<file path="src/rtl/word_enum_driver.sv">
// word_enum_driver: feeds every binary word of length 0..MAX_LEN (shortlex order)
// to two automata and latches the first word on which their accept outputs differ.
module word_enum_driver #(
    parameter int MAX_LEN = 8,
    localparam int LEN_W = $clog2(MAX_LEN + 1)
) (
    input  logic               clk,
    input  logic               reset,
    input  logic               start,
    input  logic               acc_a,
    input  logic               acc_b,
    output logic               dut_reset,
    output logic               dut_in,
    output logic               dut_valid,
    output logic               busy,
    output logic               done,
    output logic               found,
    output logic [MAX_LEN-1:0] cex_word,
    output logic [LEN_W-1:0]   cex_len,
    output logic [MAX_LEN:0]   words_tested
);
    typedef enum logic [2:0] {IDLE, RST, FEED, CHECK, FIN} state_t;

    state_t             state_q, state_d;
    logic [MAX_LEN-1:0] word_q, word_d, cex_word_q, cex_word_d, sh;
    logic [LEN_W-1:0]   len_q, len_d, idx_q, idx_d, cex_len_q, cex_len_d;
    logic [MAX_LEN:0]   cnt_q, cnt_d, full;
    logic               found_q, found_d;

    always_ff @(posedge clk) begin
        if (reset) begin
            state_q    <= IDLE;
            word_q     <= '0;
            len_q      <= '0;
            idx_q      <= '0;
            cex_word_q <= '0;
            cex_len_q  <= '0;
            cnt_q      <= '0;
            found_q    <= 1'b0;
        end else begin
            state_q    <= state_d;
            word_q     <= word_d;
            len_q      <= len_d;
            idx_q      <= idx_d;
            cex_word_q <= cex_word_d;
            cex_len_q  <= cex_len_d;
            cnt_q      <= cnt_d;
            found_q    <= found_d;
        end
    end

    // full = 2^len - 1, one bit wider than word so len==MAX_LEN does not overflow
    assign full = ({{MAX_LEN{1'b0}}, 1'b1} << len_q) - 1'b1;

    always_comb begin
        state_d    = state_q;
        word_d     = word_q;
        len_d      = len_q;
        idx_d      = idx_q;
        cex_word_d = cex_word_q;
        cex_len_d  = cex_len_q;
        cnt_d      = cnt_q;
        found_d    = found_q;
        case (state_q)
            IDLE, FIN: begin
                if (start) begin
                    state_d    = RST;
                    word_d     = '0;
                    len_d      = '0;
                    cex_word_d = '0;
                    cex_len_d  = '0;
                    cnt_d      = '0;
                    found_d    = 1'b0;
                end
            end
            RST: begin
                idx_d   = '0;
                state_d = (len_q == '0) ? CHECK : FEED;
            end
            FEED: begin
                idx_d = idx_q + 1'b1;
                if (idx_q == len_q - 1'b1) state_d = CHECK;
            end
            CHECK: begin
                cnt_d = cnt_q + 1'b1;
                if (acc_a != acc_b) begin
                    cex_word_d = word_q & full[MAX_LEN-1:0];
                    cex_len_d  = len_q;
                    found_d    = 1'b1;
                    state_d    = FIN;
                end else if ({1'b0, word_q} == full) begin
                    if (len_q == LEN_W'(MAX_LEN)) begin
                        state_d = FIN;
                    end else begin
                        len_d   = len_q + 1'b1;
                        word_d  = '0;
                        state_d = RST;
                    end
                end else begin
                    word_d  = word_q + 1'b1;
                    state_d = RST;
                end
            end
            default: state_d = IDLE;
        endcase
    end

    always_comb begin
        sh           = word_q >> idx_q;
        dut_reset    = (state_q == RST);
        dut_valid    = (state_q == FEED);
        dut_in       = (state_q == FEED) ? sh[0] : 1'b0;
        busy         = (state_q == RST) || (state_q == FEED) || (state_q == CHECK);
        done         = (state_q == FIN);
        found        = found_q;
        cex_word     = cex_word_q;
        cex_len      = cex_len_q;
        words_tested = cnt_q;
    end
endmodule

</file>
<file path="config.mk">
export PLATFORM = sky130hd
export DESIGN_NAME = word_enum_driver
export DESIGN_NICKNAME = d
export VERILOG_FILES = /design/src/rtl/word_enum_driver.sv
export SDC_FILE = /design/constraint.sdc
export NUM_CORES = 1
export LEC_CHECK = 0
export ABC_AREA = 1
export CAP_MARGIN = 20
export CORE_ASPECT_RATIO = 1.25
export CORE_MARGIN = 2
export CORE_UTILIZATION = 30
export DETAILED_ROUTE_END_ITERATION = 12
export GPL_TIMING_DRIVEN = 0
export SETUP_SLACK_MARGIN = 0.5
export SKIP_CTS_REPAIR_TIMING = 1
export SYNTH_ARGS = -nofsm -noshare
export SYNTH_HDL_FRONTEND = slang
export SYNTH_SLANG_ARGS = --single-unit
</file>
<file path="constraint.sdc">
create_clock -name clk -period 3.1 [get_ports clk]
set_input_delay 0.465 -clock clk [delete_from_list [all_inputs] [get_ports clk]]
set_output_delay 0.465 -clock clk [all_outputs]
set_load 0.02 [all_outputs]
</file>
==> impl_results.md <==
- F_max: 391 MHz
- First-pass GRT wire length: 10700 um
- Gpl congestion: roughly 0.87
- Max VDD drop: around 0.00022 V
- Slew HR: 57.4%
- Critical path class: flop to flop
- Grt ovf: 0
- Cell Area, Placed: just under 0.003 sq mm
- Worst path buffer plus inverter count: 1
- Final Routed Wirelength: 6670 um
- Register area: 830 sq um
- Die Ht: 105 um
- Commonest non-fill, non-tap cell in the layout: nand2_1
- Final core occ: 40.9%
- Initial DRC count: 134
- Min-delay worst type: flop to flop
- CTS sink count: 41
- Worst setup margin: 0.539 ns
- Required time of the worst setup path: 3.33 ns
- Vias in the first global route: 2340
- Wire length per cell: 13.1 um
- Vias per cell: between 4 and 5
- DR DRC count: 0
- RSZ-0062 raised after global routing: yes
- P_leak: roughly 1.3 nW
- Number of synthesized register bits: 41
- CTS H-tree lvls: 2
- I/O Buffers: 30
- Largest delay contributor family on the critical path: simple AND/OR/NAND/NOR gates
- Number of flops mapped to enable cells by yosys: 0
- Delay of the slowest critical-path stage: 0.42 ns
- # IOs: 32
- Clock Path Buffers: 2
- Initial core utilization: 31.3%
- Insertion delay to the later sink of the worst-skew pair: slightly below 0.3 ns
- CP max FO: 7
- Max Slew Vio Count: 0
- Layout Skew: about 0.0098 ns
- Clock slew at reported path FFs: ~0.09 ns
- CP max stage cell: dfxtp_4
- Post-DP HPWL: 4730 um
- Yosys cell types: 29
- Diodes inserted: 0
- Core Rows: 36
- Sequential element share of the synthesized area: approximately 33%
- Most frequent cells in the layout: 73 x nand2_1, 48 x inv_1, 38 x dfxtp_1, 37 x a21oi_1, 35 x nor2_1
- GRT Total Usage: between 10 and 15%
- Max Cap Viol: 0
- Power per Cell Area: 650 mW/mm^2
- Antenna violations before repair: 0
- Area Overhead vs Synth: 30.7%
- Total die area: between 0.008 and 0.009 sq mm
- Asr flop ratio synth: 0%
- CTS root buf: clkbuf_8
- Largest net degree at the start of global routing: 13
- Vias: 2500
- Final setup fails: 0
- Yosys warns: 0
- Multi-input gate area: 0.00153 sq mm
- Final instance area: around 0.0032 sq mm
- Pre-CTS setup slack: 0.0180 ns
- CTS tree: built
- CTS buffer count: 5
- Count of final hold-check violations: 0
- Synthesized cell area: 0.00246 sq mm
- Outcome: complete, no violations
- Crit path DAT: between 2 and 3 ns
- Syn Nets: 393
- Main synth FF type: dfxtp_1
- Final period utilization: between 80% and 90%
- Mapped Cells: 369
- Min Tclk post-route: 2.56 ns
- Critical Path End Type: flop
- CORE AREA: 0.00788 sq mm
- Average cell area after synthesis: 6.68 sq um
- TritonRoute pass-1 iters: 4
- Share of cells above drive strength 1: 13.3%
- Fillers: roughly 820
- CP cell instances: inv_6 -> ha_4 -> nand2_2 -> ha_4 -> o2111ai_1 -> xor2_1 -> ha_1 -> nor2_1 -> nand2_1 -> nor2_4 -> nand2_2 -> nand2_4 -> nand2_4 -> nand2_8 -> o21ai_0 -> nor2_1
- Critical Path Source Type: flop
- # nets final: 437
- Final ANT Viol Nets: 0
- Least-Margin Pin Slew: 0.639 ns
- Die width: ~85 um
==> metal layers <==
| layer | part of all wire, % | vias up | track usage (%) |
|---|---|---|---|
| li1 | - | 1287 | - |
| met1 | 44 | 1153 | 16.9 |
| met2 | 51 | 54 | 27.1 |
| met3 | 3.4 | 6 | 2.35 |
| met4 | 1.2 | 0 | 4.54 |
| met5 | 0 | - | 0 |
==> power by group <==
group	leakage, nW	switching, mW	internal [mW]
combinational	0.908	0.631	0.370
sequential	0.333	0.0672	0.571
clock	0.0585	0.192	0.263
total	1.30	0.890	1.20
==> through the flow <==
step	hold WS, ns	power (mW)	TNS [ns]	instances
after floorplan	0.475	1.21	0	369
after detailed placement	0.474	1.44	0	494
after CTS	0.486	1.91	-0.0169	502
after global placement	0.472	1.43	0	494
after global routing	0.499	2.26	0	509
final	0.483	2.09	0	509
==> final timing paths <==
kind              slack [ns]  cells past startpoint   startpoint          end
setup / recovery        0.54                     16     len_q[0]    word_q[2]
hold / removal          0.48                      2  cex_word[2]  cex_word[2]
setup reg to reg        0.54                     16     len_q[0]    word_q[2]
hold reg to reg         0.48                      2  cex_word[2]  cex_word[2]
==> registers in the layout, indices dropped and copies added, names as in the netlist <==
signal        cells
found             1
state_q           3
len_q             4
idx_q             4
cex_word          8
word_q            8
cex_len           4
words_tested      9
==> area by class of cell <==
cell class | count | area share [%]
multi-input cells | 264 | 47.6
flip-flops and latches | 41 | 25.8
inverters | 54 | 6.60
plain buffers | 10 | 1.75
well taps | 95 | 3.69
repair buffers | 37 | 11.0
clock buffers | 7 | 2.68
clock inverters | 1 | 0.932
==> cells in the mapped netlist (2+ instances only) <==
cell / count / area share (%)
a21oi_2: 2 / 0.71
nand4_1: 4 / 1.0
buf_1: 2 / 0.30
a221oi_1: 2 / 0.71
nor3_1: 7 / 1.4
nand2_2: 2 / 0.51
nand3_1: 32 / 6.5
inv_2: 3 / 0.46
buf_2: 4 / 0.81
nor2_1: 38 / 5.8
inv_1: 51 / 7.8
o2111ai_1: 2 / 0.71
a21oi_1: 38 / 7.7
clkbuf_1: 3 / 0.46
dfxtp_1: 41 / 33
nand2_1: 83 / 13
xor2_1: 4 / 1.4
ha_1: 19 / 9.6
o21ai_0: 18 / 3.7
xnor2_1: 5 / 1.8
==> cell families (layout without fill, tap and decap cells) <==
group,after synthesis,count (layout),synth area share [%]
AND/OR/NAND/NOR,169,169,28.8
AO/OA/AOI/OAI,67,67,14.8
buffers and inverters,64,109,10.3
flip-flops,41,41,33.3
adder cells (fa/ha/maj),19,19,9.64
XOR/XNOR,9,9,3.20
==> worst reg2reg max path: cells and delay by family, from the launching register on <==
family          cells  cell delay [ns]
buf+inv             1             0.06
simple gates        9             0.96
xor+xnor            1             0.20
fa+ha+maj           3             0.61
flops               1             0.42
compound gates      2             0.24
No activity file was read; power rests on OpenSTA's default activity.
